File: config.mk
export PLATFORM = sky130hd
export DESIGN_NAME = store_buffer_unit
export DESIGN_NICKNAME = d
export VERILOG_FILES = /design/src/rtl/store_buffer_unit.sv
export SDC_FILE = /design/constraint.sdc
export NUM_CORES = 1
export LEC_CHECK = 0
export BUFFER_PORTS_ARGS = -buffer_cell sky130_fd_sc_hd__buf_2
export CAP_MARGIN = 20
export CORE_AREA = 5 5 208 150
export CTS_BUF_LIST = sky130_fd_sc_hd__clkbuf_4
export DETAILED_ROUTE_END_ITERATION = 10
export DIE_AREA = 0 0 213 155
export GPL_TIMING_DRIVEN = 1
export PLACE_DENSITY = 0.65
export SETUP_SLACK_MARGIN = 0.4
export SLEW_MARGIN = 10
export SYNTH_ARGS = -nofsm -noshare
export SYNTH_HDL_FRONTEND = slang
export SYNTH_SLANG_ARGS = --single-unit
File: constraint.sdc
create_clock -name clk_in -period 2.3 [get_ports clk_in]
set_clock_uncertainty 0.1 [all_clocks]
set_input_delay 0.23 -clock clk_in [delete_from_list [all_inputs] [get_ports clk_in]]
set_output_delay 0.23 -clock clk_in [all_outputs]
set_load 0.02 [all_outputs]
File: src/rtl/store_buffer_unit.sv
// Store alignment plus a DEPTH-entry posted-store FIFO feeding the data-memory port.
// Optional misalignment/legality rejection is enabled by defining STORE_BUF_MISALIGN_CHK_EN.
module store_buffer_unit #(
  parameter int unsigned XLEN  = 32,
  parameter int unsigned DEPTH = 4,
  parameter int unsigned AW    = 32
) (
  input  logic                      clk_in,
  input  logic                      rst_n_in,
  input  logic [1:0]                funct3_in,
  input  logic [AW-1:0]             iadder_in,
  input  logic [XLEN-1:0]           rs2_in,
  input  logic                      mem_wr_req_in,
  output logic                      st_ready_out,
  output logic                      st_err_out,
  output logic [XLEN-1:0]           dmdata_out,
  output logic [AW-1:0]             dmaddr_out,
  output logic [XLEN/8-1:0]         dmwr_mask_out,
  output logic                      dmwr_req_out,
  input  logic                      dm_ready_in,
  output logic                      empty_out,
  output logic [$clog2(DEPTH):0]    count_out
);
  localparam int unsigned NB = XLEN / 8;
  localparam int unsigned OB = $clog2(NB);
  localparam int unsigned PW = $clog2(DEPTH);
  localparam int unsigned CW = PW + 1;

  logic [1:0]      w_f3;
  logic [3:0]      w_off_ext;
  logic [NB-1:0]   w_keep;
  logic [NB-1:0]   w_mask;
  logic [XLEN-1:0] w_low;
  logic [XLEN-1:0] w_data;
  logic [AW-1:0]   w_addr;
  logic            w_full;
  logic            w_empty;
  logic            w_enq;
  logic            w_deq;

  logic [XLEN-1:0] r_data [DEPTH];
  logic [AW-1:0]   r_addr [DEPTH];
  logic [NB-1:0]   r_mask [DEPTH];
  logic [PW-1:0]   r_wptr;
  logic [PW-1:0]   r_rptr;
  logic [CW-1:0]   r_count;

  // A double store on a 32-bit core degrades to a word store; shifted lanes past NB fall off.
  always_comb begin
    w_f3 = funct3_in;
    if (XLEN == 32 && funct3_in == 2'b11) w_f3 = 2'b10;
    w_off_ext = 4'(iadder_in[OB-1:0]);
    for (int unsigned i = 0; i < NB; i++) begin
      w_keep[i]         = (i < (32'd1 << w_f3));
      w_low[8*i +: 8]   = w_keep[i] ? rs2_in[8*i +: 8] : 8'h00;
    end
    w_data = w_low << {w_off_ext, 3'b000};
    w_mask = w_keep << w_off_ext;
    w_addr = {iadder_in[AW-1:OB], {OB{1'b0}}};
  end

  assign w_full  = (r_count == CW'(DEPTH));
  assign w_empty = (r_count == '0);
  assign w_deq   = !w_empty && dm_ready_in;

`ifdef STORE_BUF_MISALIGN_CHK_EN
  logic w_legal;
  logic w_aligned;
  logic r_err;

  always_comb begin
    w_legal = (funct3_in != 2'b11) || (XLEN == 64);
    unique case (w_f3)
      2'b00:   w_aligned = 1'b1;
      2'b01:   w_aligned = (w_off_ext[0] == 1'b0);
      2'b10:   w_aligned = (w_off_ext[1:0] == 2'b00);
      default: w_aligned = (w_off_ext[2:0] == 3'b000);
    endcase
  end

  assign w_enq = mem_wr_req_in && !w_full && w_legal && w_aligned;

  always_ff @(posedge clk_in or negedge rst_n_in) begin
    if (!rst_n_in) r_err <= 1'b0;
    else           r_err <= mem_wr_req_in && !w_full && !(w_legal && w_aligned);
  end

  assign st_err_out = r_err;
`else
  assign w_enq      = mem_wr_req_in && !w_full;
  assign st_err_out = 1'b0;
`endif

  always_ff @(posedge clk_in or negedge rst_n_in) begin
    if (!rst_n_in) begin
      r_wptr  <= '0;
      r_rptr  <= '0;
      r_count <= '0;
      for (int unsigned i = 0; i < DEPTH; i++) begin
        r_data[i] <= '0;
        r_addr[i] <= '0;
        r_mask[i] <= '0;
      end
    end else begin
      if (w_enq) begin
        r_data[r_wptr] <= w_data;
        r_addr[r_wptr] <= w_addr;
        r_mask[r_wptr] <= w_mask;
        r_wptr         <= r_wptr + 1'b1;
      end
      if (w_deq) r_rptr <= r_rptr + 1'b1;
      case ({w_enq, w_deq})
        2'b10:   r_count <= r_count + 1'b1;
        2'b01:   r_count <= r_count - 1'b1;
        default: r_count <= r_count;
      endcase
    end
  end

  // Head outputs read zero when nothing is pending.
  assign dmdata_out    = w_empty ? '0 : r_data[r_rptr];
  assign dmaddr_out    = w_empty ? '0 : r_addr[r_rptr];
  assign dmwr_mask_out = w_empty ? '0 : r_mask[r_rptr];
  assign dmwr_req_out  = !w_empty;
  assign empty_out     = w_empty;
  assign st_ready_out  = !w_full;
  assign count_out     = r_count;

endmodule
==> flow_metrics.env <==
export IMPL_status="finished with violations"
export IMPL_failed_checks="negative setup slack"
export IMPL_drt_vias_per_instance=5.36
export IMPL_vdd_drop_max_mv=0.934
export IMPL_period_minus_slack_ns=2.59
export IMPL_timing_critical_path_max_delay_family="multiplexers"
export IMPL_synthesis_instances=846
export IMPL_postSynthAreaPerCell_um2=15.1
export IMPL_layout_area_seq_um2=6790
export IMPL_antenna_violations_before_repair=0
export IMPL_floorplan_initialDensity_pct=43.7
export IMPL_antenna_violating_nets_left=0
export IMPL_p_leak_nw=7.64
export IMPL_most_repeated_library_cell_on_the_critical_path="sky130_fd_sc_hd__buf_6"
export IMPL_final_critical_path_setup_slack_ns=-0.292
export IMPL_die_y_um=155
export IMPL_timing_critical_path_cells="buf_6 -> clkbuf_16 -> mux4_2 -> and2_4 -> buf_6"
export IMPL_crit_type="reg -> out"
export IMPL_antennaDiodeCount=0
export IMPL_layout_cells_sized_above_1_pct=61.9
export IMPL_routed_via_count=8296
export IMPL_cts_tree="yes"
export IMPL_detail_route_wirelength_um=33200
export IMPL_clock_tree_root_cell="sky130_fd_sc_hd__clkbuf_4"
export IMPL_critical_path_buffers_and_inverters=3
export IMPL_crit_slowest_cell="sky130_fd_sc_hd__mux4_2"
export IMPL_overflow_after_grt=0
export IMPL_htree_num_levels=3
export IMPL_global_route_usage_total_pct=19.7
export IMPL_syn_to_final_growth_pct=32.0
export IMPL_fillers=2336
export IMPL_worst_hold_slack_ns=0.0965
export IMPL_final_min_period_over_clock_period_pct=113
export IMPL_cts_max_path_buffers=3
export IMPL_final_hold_viol_count=0
export IMPL_remaining_drc_errors=0
export IMPL_top_layer="met4"
export IMPL_port_buffer_count=141
export IMPL_post_drt_wl_per_cell_um=21.4
export IMPL_hold_path_class="in -> reg"
export IMPL_io_pins=145
export IMPL_worstSkewPairLatency_ns=0.64
export IMPL_layout_nets=1201
export IMPL_cts_buffers=70
export IMPL_final_core_utilization_pct=57.7
export IMPL_setup_viol=67
export IMPL_cap_viol_max_count=0
export IMPL_synth_seq_cells=271
export IMPL_detail_route_first_pass_iterations=5
export IMPL_layout_commonest_cell="sky130_fd_sc_hd__dfrtp_1"
export IMPL_first_global_vias=8977
export IMPL_gp_congestion=0.868
export IMPL_tightestPinTransition_ns=0.727
export IMPL_required_ns=1.97
export IMPL_grt_setup_unrepaired="true"
export IMPL_tritoncts_num_sinks=271
export IMPL_regToRegStartpoint="count_out[0]"
export IMPL_synth_cell_type_count=34
export IMPL_critPathLaunchType="flop"
export IMPL_core_rows=53
export IMPL_timing_max_slew_rel_slack_pct=51.0
export IMPL_max_freq_mhz=386
export IMPL_pin_count_of_the_biggest_net_entering_global_routing=66
export IMPL_netlist_area_um2=12800
export IMPL_layout_common_cells="sky130_fd_sc_hd__dfrtp_1 (266), sky130_fd_sc_hd__mux2_2 (209), sky130_fd_sc_hd__clkbuf_4 (100)"
export IMPL_floorplan_core_area_um2=29200
export IMPL_met1_length_um=15900
export IMPL_drt_first_iter_violations=529
export IMPL_post_layout_total_power_mw=26.7
export IMPL_area_occupied_by_multi_input_gates_um2=6080
export IMPL_wl_met3_um=1640
export IMPL_timing_critical_path_fanout_max=6
export IMPL_endpoint_kind="output port"
export IMPL_dieWidth_um=213
export IMPL_crit_path_start="r_rptr[0]"
export IMPL_clk_pin_slew_worst_paths_ns=0.06
export IMPL_grt_pass1_wl_um=50600
export IMPL_ys_warnings_count=0
export IMPL_met2_length_um=15000
export IMPL_slowest_delay_ns=0.50
export IMPL_pwr_density_cell_nw_per_um2=1580
export IMPL_dpl_hpwl_um=19400
export IMPL_hold_start="funct3_in[0]"
export IMPL_overall_die_area_um2=33000
export IMPL_count_of_final_max_slew_check_failures=0
export IMPL_synth_seq_area_share_pct=53.1
export IMPL_critical_path_arrival_ns=2.26
## synth_stat cells
| cell | number | area [um^2] |
|---|---|---|
| sky130_fd_sc_hd__a211oi_1 | 1 | 7.51 |
| sky130_fd_sc_hd__a21oi_1 | 1 | 5.00 |
| sky130_fd_sc_hd__a221o_1 | 8 | 80.1 |
| sky130_fd_sc_hd__a22oi_1 | 8 | 60.1 |
| sky130_fd_sc_hd__and2_1 | 85 | 532 |
| sky130_fd_sc_hd__and3_1 | 4 | 25.0 |
| sky130_fd_sc_hd__and3_4 | 1 | 11.3 |
| sky130_fd_sc_hd__buf_1 | 6 | 22.5 |
| sky130_fd_sc_hd__buf_2 | 37 | 185 |
| sky130_fd_sc_hd__buf_4 | 5 | 37.5 |
| sky130_fd_sc_hd__buf_6 | 2 | 22.5 |
| sky130_fd_sc_hd__clkbuf_1 | 12 | 45.0 |
| sky130_fd_sc_hd__conb_1 | 1 | 3.75 |
| sky130_fd_sc_hd__dfrtp_1 | 271 | 6780 |
| sky130_fd_sc_hd__fa_1 | 1 | 20.0 |
| sky130_fd_sc_hd__ha_1 | 5 | 62.6 |
| sky130_fd_sc_hd__inv_1 | 7 | 26.3 |
| sky130_fd_sc_hd__inv_2 | 1 | 3.75 |
| sky130_fd_sc_hd__mux2_2 | 269 | 3030 |
| sky130_fd_sc_hd__mux2_4 | 4 | 60.1 |
| sky130_fd_sc_hd__mux2i_1 | 1 | 10.0 |
| sky130_fd_sc_hd__mux4_2 | 66 | 1490 |
| sky130_fd_sc_hd__nand2_1 | 9 | 33.8 |
| sky130_fd_sc_hd__nand2b_1 | 1 | 6.26 |
| sky130_fd_sc_hd__nand3_1 | 1 | 5.00 |
| sky130_fd_sc_hd__nor2_1 | 11 | 41.3 |
| sky130_fd_sc_hd__nor2b_1 | 10 | 62.6 |
| sky130_fd_sc_hd__nor3_1 | 1 | 5.00 |
| sky130_fd_sc_hd__o21ai_0 | 7 | 35.0 |
| sky130_fd_sc_hd__o21ai_1 | 2 | 10.0 |
| sky130_fd_sc_hd__or2_1 | 1 | 6.26 |
| sky130_fd_sc_hd__or3_1 | 1 | 6.26 |
| sky130_fd_sc_hd__xnor2_1 | 3 | 26.3 |
| sky130_fd_sc_hd__xor2_1 | 3 | 26.3 |
## per-stage QoR
stage	worst slack, ns	instance area (um^2)	setup TNS [ns]	cells
global placement	0.340	14200	0	1344
CTS	-0.405	15800	-23.09	1522
global route	-0.400	16900	-23.91	1549
finish	-0.292	16900	-15.93	1549
detailed placement	0.324	14200	0	1344
floorplan	0.315	12800	0	848
## state kept, by name, indices dropped and copies added, names as in the netlist
register,cells
r_data,128
r_mask,16
r_wptr,2
r_addr,120
r_rptr,2
count_out,3
## final cells by class
class / count / share of cell area [%]
multi-input combinational: 508 / 36.0
timing repair buffer: 266 / 15.9
sequential: 271 / 40.3
tap: 385 / 2.85
inverter: 8 / 0.237
clock inverter: 12 / 0.274
clock buffer: 99 / 4.40
## per-layer routing
layer,track usage (%),vias up
li1,-,3677
met4,6.37,0
met3,5.02,58
met2,29.3,230
met5,0,-
met1,28.4,4331
## power by group
group	internal [mW]	total [mW]	switching, mW
registers	7.16	8.41	1.25
logic	8.65	14.5	5.86
clock network	1.96	3.80	1.85
total	17.8	26.7	8.96
## kinds of logic (layout without fill, tap and decap cells)
kind of cell	count (synthesis)	in the layout	share of synthesized area, %
other	1	3	0.0293
and+or+nand+nor	125	126	5.75
buffers and inverters	70	385	2.68
adders and majority gates	6	6	0.646
DFF	271	271	53.1
xor gates and xnor gates	6	6	0.411
muxes	340	340	35.9
AOI/OAI and AO/OA	27	27	1.55
## worst paths after layout
kind / endpoint / slack [ns] / depth (start not counted)
min in group asynchronous: r_data[74] / 0.56 / 3
hold reg to reg: r_addr[43] / 0.40 / 1
hold / removal: r_mask[3] / 0.1 / 4
setup / recovery: dmdata_out[15] / -0.29 / 5
setup reg to reg: count_out[2] / 0.22 / 8
max in group asynchronous: r_addr[114] / 0.78 / 4
## worst reg2reg max path, stage by stage, from the launching register on
cell,delay [ns]
sky130_fd_sc_hd__dfrtp_2,0.41
sky130_fd_sc_hd__or3_4,0.51
sky130_fd_sc_hd__and2_4,0.20
sky130_fd_sc_hd__ha_4,0.16
sky130_fd_sc_hd__inv_2,0.05
sky130_fd_sc_hd__fa_2,0.19
sky130_fd_sc_hd__xor2_1,0.14
sky130_fd_sc_hd__nor2_1,0.07
sky130_fd_sc_hd__xor2_1,0.15
## what timing repair did
item                                    CTS  global route
pin swaps                                 3            28
gates cloned                              3            10
setup buffers                             7            17
endpoints found under the hold margin   456             0
hold buffers                             57             0
endpoints found under the setup margin   72           113
resized for setup                        30           229
Power figures use the tool's default switching activity.
